`src/rtl/uart_rx.sv`:
```
// uart_rx: 8N1 UART receiver, LSB first, sampled at mid-bit.
//
// Ports:
//   clock        system clock, all logic on the rising edge
//   reset        synchronous, active-high reset
//   serial_in    asynchronous UART line, idle high
//   o_byte       last correctly framed byte, held between frames
//   o_valid      one-cycle pulse when o_byte is updated
//   o_frame_err  one-cycle pulse when the stop bit is sampled low
//   o_busy       high whenever the receiver is not idle
//   o_state      current state encoding, for test visibility
module uart_rx #(
    parameter int unsigned CLKS_PER_BIT = 20
) (
    input  logic       clock,
    input  logic       reset,
    input  logic       serial_in,
    output logic [7:0] o_byte,
    output logic       o_valid,
    output logic       o_frame_err,
    output logic       o_busy,
    output logic [2:0] o_state
);

    localparam logic [7:0] LastCount = 8'(CLKS_PER_BIT - 1);
    // Half a bit from the start edge lands every later sample at mid-bit.
    localparam logic [7:0] HalfCount = 8'((CLKS_PER_BIT - 1) / 2);

    typedef enum logic [2:0] {
        StIdle     = 3'd0,
        StStart    = 3'd1,
        StData     = 3'd2,
        StStop     = 3'd3,
        StCleanup  = 3'd4,
        StWaitHigh = 3'd5
    } state_e;

    state_e      state_q;
    logic        sync1_q;
    logic        rx_s;
    logic [7:0]  clock_count_q;
    logic [2:0]  bit_index_q;
    logic [7:0]  shift_q;

    // Two-stage synchroniser; resets to the idle (high) line level.
    always_ff @(posedge clock) begin
        if (reset) begin
            sync1_q <= 1'b1;
            rx_s    <= 1'b1;
        end else begin
            sync1_q <= serial_in;
            rx_s    <= sync1_q;
        end
    end

    always_ff @(posedge clock) begin
        if (reset) begin
            state_q       <= StIdle;
            clock_count_q <= 8'd0;
            bit_index_q   <= 3'd0;
            shift_q       <= 8'd0;
            o_byte        <= 8'd0;
            o_valid       <= 1'b0;
            o_frame_err   <= 1'b0;
        end else begin
            // Strobes are single-cycle; only STOP raises them.
            o_valid     <= 1'b0;
            o_frame_err <= 1'b0;

            case (state_q)
                StIdle: begin
                    clock_count_q <= 8'd0;
                    bit_index_q   <= 3'd0;
                    if (!rx_s) begin
                        state_q <= StStart;
                    end
                end

                StStart: begin
                    if (clock_count_q == HalfCount) begin
                        clock_count_q <= 8'd0;
                        // Line back high at mid-start-bit means a glitch.
                        state_q <= rx_s ? StIdle : StData;
                    end else begin
                        clock_count_q <= clock_count_q + 8'd1;
                    end
                end

                StData: begin
                    if (clock_count_q == LastCount) begin
                        clock_count_q         <= 8'd0;
                        shift_q[bit_index_q]  <= rx_s;
                        if (bit_index_q == 3'd7) begin
                            bit_index_q <= 3'd0;
                            state_q     <= StStop;
                        end else begin
                            bit_index_q <= bit_index_q + 3'd1;
                        end
                    end else begin
                        clock_count_q <= clock_count_q + 8'd1;
                    end
                end

                StStop: begin
                    if (clock_count_q == LastCount) begin
                        clock_count_q <= 8'd0;
                        if (rx_s) begin
                            o_byte  <= shift_q;
                            o_valid <= 1'b1;
                            state_q <= StCleanup;
                        end else begin
                            o_frame_err <= 1'b1;
                            state_q     <= StWaitHigh;
                        end
                    end else begin
                        clock_count_q <= clock_count_q + 8'd1;
                    end
                end

                StCleanup: begin
                    clock_count_q <= 8'd0;
                    bit_index_q   <= 3'd0;
                    state_q       <= StIdle;
                end

                StWaitHigh: begin
                    // Hold off until the line idles so a break is not read as 0x00 bytes.
                    clock_count_q <= 8'd0;
                    bit_index_q   <= 3'd0;
                    if (rx_s) begin
                        state_q <= StIdle;
                    end
                end

                default: begin
                    clock_count_q <= 8'd0;
                    bit_index_q   <= 3'd0;
                    state_q       <= StIdle;
                end
            endcase
        end
    end

    assign o_busy  = (state_q != StIdle);
    assign o_state = state_q;

endmodule

```
`config.mk`:
```
export PLATFORM = sky130hd
export DESIGN_NAME = uart_rx
export DESIGN_NICKNAME = d
export VERILOG_FILES = /design/src/rtl/uart_rx.sv
export SDC_FILE = /design/constraint.sdc
export NUM_CORES = 1
export LEC_CHECK = 0
export BUFFER_PORTS_ARGS = -buffer_cell sky130_fd_sc_hd__buf_2
export CAP_MARGIN = 20
export CORE_MARGIN = 3
export CORE_UTILIZATION = 61
export CTS_CLUSTER_SIZE = 14
export DETAILED_ROUTE_END_ITERATION = 6
export HOLD_SLACK_MARGIN = 0.02
export PLACE_DENSITY = 0.83
export SETUP_SLACK_MARGIN = 0.3
export SLEW_MARGIN = 20
export SYNTH_ARGS = -nofsm -noshare
export SYNTH_HDL_FRONTEND = slang
export SYNTH_SLANG_ARGS = --single-unit
```
`constraint.sdc`:
```
create_clock -name clock -period 5.3 [get_ports clock]
set_clock_uncertainty 0.05 [all_clocks]
set_input_delay 0.265 -clock clock [delete_from_list [all_inputs] [get_ports clock]]
set_output_delay 0.265 -clock clock [all_outputs]
set_load 0.01 [all_outputs]
```
; After elaboration in Yosys (flattened, before gate mapping)
; Cells that the tools add are included.
[classes]
addsub = 2
multipliers = 0
div = 0
magnitude_cmp = 2
eq_ne = 13
n_shift = 0
mux = 20
bitwise_logic = 3
reduce_logical = 10
[ops]
columns = cell, count
row1 = 2-to-1 mux 3 bit, 8
row2 = 2-to-1 mux 8 bit, 2
row3 = one-hot mux 8 bit (2 select lines), 1
row4 = one-hot mux 3 bit (5 select lines), 1
row5 = != test 2 bit (second input constant), 6
row6 = adder 8 x 1 -> 8 bit (second input constant), 1
row7 = bitwise mux 8 bit, 1
row8 = == test 8 x 4 -> 1 bit (second input constant), 1
row9 = == test 8 x 5 -> 1 bit (second input constant), 1
row10 = == test 3 x 2 -> 1 bit (second input constant), 2
row11 = == test 3 bit (second input constant), 2
row12 = one-hot mux 3 bit (2 select lines), 1
row13 = AND reduction 6 bit, 1
row14 = less-than comparator 3 x 4 -> 1 bit (second input constant), 1
row15 = 2-to-1 mux 1 bit, 4
row16 = AND reduction 2 bit, 2
row17 = OR reduction 2 bit, 2
row18 = adder 3 x 1 -> 3 bit (second input constant), 1
row19 = demux 1 bit (select 3 bit), 1
row20 = == test 3 x 1 -> 1 bit (second input constant), 1
row21 = >= comparator 3 x 1 -> 1 bit (second input constant), 1
row22 = logical NOT 3 bit, 1
row23 = inverter 1 bit, 3
row24 = AND reduction 3 bit, 1
row25 = other kinds (4), 4
[totals]
reg_bits = 34
latchBits = 0
mem_bits_rw = 0
mem_bits_ro = 0
inputBits = 3
word_cells = 59
mem_count = 0

; Logic depth before layout (Yosys ltp)
[logic_depth]
ltp_word = 5
depth_mapped = 7
depth_no_buf = 7

; Worst setup path after synthesis
; OpenSTA, ideal clock, no wires.
[synth_timing]
kind = register -> register
startpoint = register state_q[2], in the netlist o_state[2]
endpoint = register shift_q[1]
setup_ns = 0.128
arrival_ns = 1.743
required_ns = 5.122
slack_ns = 3.379
path_stages_with_launch = 7
n_path_buf = 1
path_cell_list = dfxtp_1 > clkbuf_1 > or3b_2 > nor4_2 > nand3b_1 > mux2i_1 > nor2_1
[synth_via]
elab_chain_len = 2
[synth_rtl]
columns = element, line
row1 = start: declaration, 38  ; state_e state_q;
row2 = start signal: assignment, 58  ; state_q <= StIdle;
row3 = start signal: assignment, 75  ; state_q <= StStart;
row4 = start signal: assignment, 83  ; state_q <= rx_s ? StIdle : StData;
row5 = == test 3 x 2 -> 1 bit, 70  ; case (state_q)
row6 = AND reduction 2 bit (no line), -
row7 = end signal: indexed assignment, 92  ; shift_q[bit_index_q] <= rx_s;
row8 = end: declaration, 43  ; logic [7:0] shift_q;
; Every way passes these cells.
; A chain may end at the register's enable or synchronous reset.

; Final worst setup path
[layout_timing]
startpoint = register state_q[1], in the netlist o_state[1]
endpoint = register shift_q[1]
; The elaborated chain is that of the path after synthesis.

==> flow_summary.yaml <==
critical_path:
  arrival_ns: 2.41
  required_ns: 5.46
  r2r_cells: 5
  cp.depth: 5
  crit_slowest_cell: "dfxtp_1"
  crit_chain: "or3b_2 -> nor4_2 -> nand3b_1 -> mux2i_1 -> nor2_1"
  cp-start-kind: "register"
  critPathKind: "register to register"
  cp_num_buf_inv: 0
  cp_max_fo: 15
  ff2ff_setup_slack_ns: 3.05
  critPathCaptureType: "register"
  slowest_delay_ns: 0.60
  cp_top_family: "simple AND/OR/NAND/NOR gates"
cells_and_area:
  nNetsFinal: 186
  register_area_sq_um: 681
  final_cell_mix: "dfxtp_1, nor2_1, buf_2"
  num-fill-cells: 176
  mostFrequentLayoutCell: "dfxtp_1"
  area_growth_pct: 9.56
  drive_gt1_frac: 0.194
  antennaDiodeCount: 0
  final_cells: 208
  multiInputGateArea_sq_um: 797
  post-route-util: 0.724
power_and_ir_drop:
  power.total_mw: 0.470
  leakage_nw: 0.639
  power_density_nw_per_um2: 282
  peakVddDrop_mv: 0.244
sta:
  relSlewSlack: 0.632
  hold_violations: 0
  tns_ns: 0
  tightest_slew_ns: 0.549
  setup_viol: 0
  min_period_ns: 2.25
  hold_slack_ns: 0.0584
  fmax_mhz: 445
  rsz0062_at_grt: "no"
  period_share: 0.424
  slew_viol_final: 0
worst_hold_path:
  hp-class: "input pin to register"
  min_path_cells: 2
clock_network:
  clock_sinks: 34
  clk_pin_slew_worst_paths_ns: 0.11
  holdBufCountCts: 0
  cts_buffers: 5
  cts_root_buf: "clkbuf_4"
  clockBufferDepth: 2
  cts_tree: "done"
  clock_latency_ns: 0.34
  post_cts_buffers: 0
  cts_resized: 0
  h-tree-depth: 2
route:
  ant_nets: 0
  num_vias: 1176
  drt_iter0_drc: 46
  firstDrtPassIters: 4
  routed_wl_mm: 2.67
  vias_per_cell: 5.65
  wire_per_inst_microns: 12.8
  drc: 0
yosys:
  yosys_register_bits: 34
  synthCells: 165
  synthTopCellsByArea: "dfxtp_1, mux2i_1, nor2_1"
  yosysTopAreaCellShare: 0.448
  yosysWarnings: 0
  yosysTopAreaCell: "dfxtp_1"
  synth.avg_cell_area_sq_um: 9.21
  ys_seq_area_frac: 0.448
  synth_nets: 172
  yosysUniqueCellTypes: 36
  syn_area_sq_um: 1520
global_route:
  overflow: 0
  grt_pass1_wl_mm: 4.62
  antenna_found_initial: 0
  grt_pass1_vias: 1048
  track_usage: 0.190
  grt_max_degree: 28
floorplanning:
  start_util: 0.661
  die_w_microns: 55.9
  ios: 17
  fp.dieH_microns: 55.9
  fp-row-count: 17
  dieArea_sq_um: 3120
  core_area_sq_um: 2300
placed_design:
  io_buffers: 16
  gp_congestion: 0.830
  dp_cells: 200
  place_hpwl_mm: 1.85
job:
  drv_cap: 0
outcome:
  status: "finished, final reports clean"
power breakdown:
part | internal [mW] | total (mW) | leakage (nW) | switching [mW]
sequential | 0.260 | 0.271 | 0.274 | 0.0111
combinational | 0.0209 | 0.0488 | 0.331 | 0.0279
clock | 0.0637 | 0.150 | 0.0343 | 0.0868
total | 0.344 | 0.470 | 0.639 | 0.126
flip-flops by register name (all words and copies together), names as in the netlist:
name	count
shift_q	8
bit_index_q	3
o_byte	8
sync1_q	1
rx_s	1
clock_count_q	8
o_state	3
o_frame_err	1
o_valid	1
final timing paths:
check                     startpoint                       to
min                        serial_in       sync1_q$_SDFF_PP1_
max          o_state[1]$_SDFFE_PP0P_  shift_q[1]$_SDFFE_PP0P_
max reg2reg  o_state[1]$_SDFFE_PP0P_  shift_q[1]$_SDFFE_PP0P_
min reg2reg       sync1_q$_SDFF_PP1_          rx_s$_SDFF_PP1_
worst register-to-register path, delay by kind of cell (launching register included):
| kind | cells | cell delay (ns) |
|---|---|---|
| simple gates | 4 | 1.29 |
| mux | 1 | 0.18 |
| flops | 1 | 0.60 |
final cells by class:
| type | instances | share of cell area |
|---|---|---|
| inverters | 2 | 0.00451 |
| flip-flops and latches | 34 | 0.409 |
| well taps | 28 | 0.0211 |
| multi-input cells | 120 | 0.479 |
| clock buffers | 6 | 0.0308 |
| clock inverters | 2 | 0.00752 |
| repair buffers | 16 | 0.0481 |
through the flow:
stage	setup slack [ns]	cell area, sq um
final	3.05	1660
after CTS	3.07	1660
after global placement	3.18	1600
after detailed placement	3.11	1600
after global routing	2.91	1660
after floorplan	3.38	1520
per-layer routing:
metal / global-route usage / vias up / share of wire
li1: - / 595 / -
met1: 0.250 / 533 / 0.46
met2: 0.270 / 42 / 0.45
met3: 0.0650 / 6 / 0.070
met4: 0.108 / 0 / 0.021
met5: 0 / - / 0
synth_stat cells, drive strengths merged:
library cell,n
nor3,3
dfxtp,34
nand3b,5
a31oi,1
a32oi,1
or3,1
a21oi,7
a211o,1
nor2,27
xor2,4
nand2,13
o21ai,3
nand3,3
nand4,3
a21o,1
or3b,1
nand2b,4
inv,2
and3b,1
o211ai,1
or2,4
ha,4
and2,2
o22a,1
or4,3
nor3b,3
mux2i,15
clkbuf,9
o21ba,1
nor4,4
or4b,1
xnor2,2
kinds of logic (layout without fill, tap and decap cells):
group / count (synthesis) / after routing / share of synthesized area
compound gates: 17 / 17 / 0.0791
xor+xnor: 6 / 6 / 0.0346
fa+ha+maj: 4 / 4 / 0.0330
buf+inv: 11 / 26 / 0.0272
flops: 34 / 34 / 0.448
mux: 15 / 15 / 0.0988
simple gates: 78 / 78 / 0.279
(Power assumes the default switching activity.)
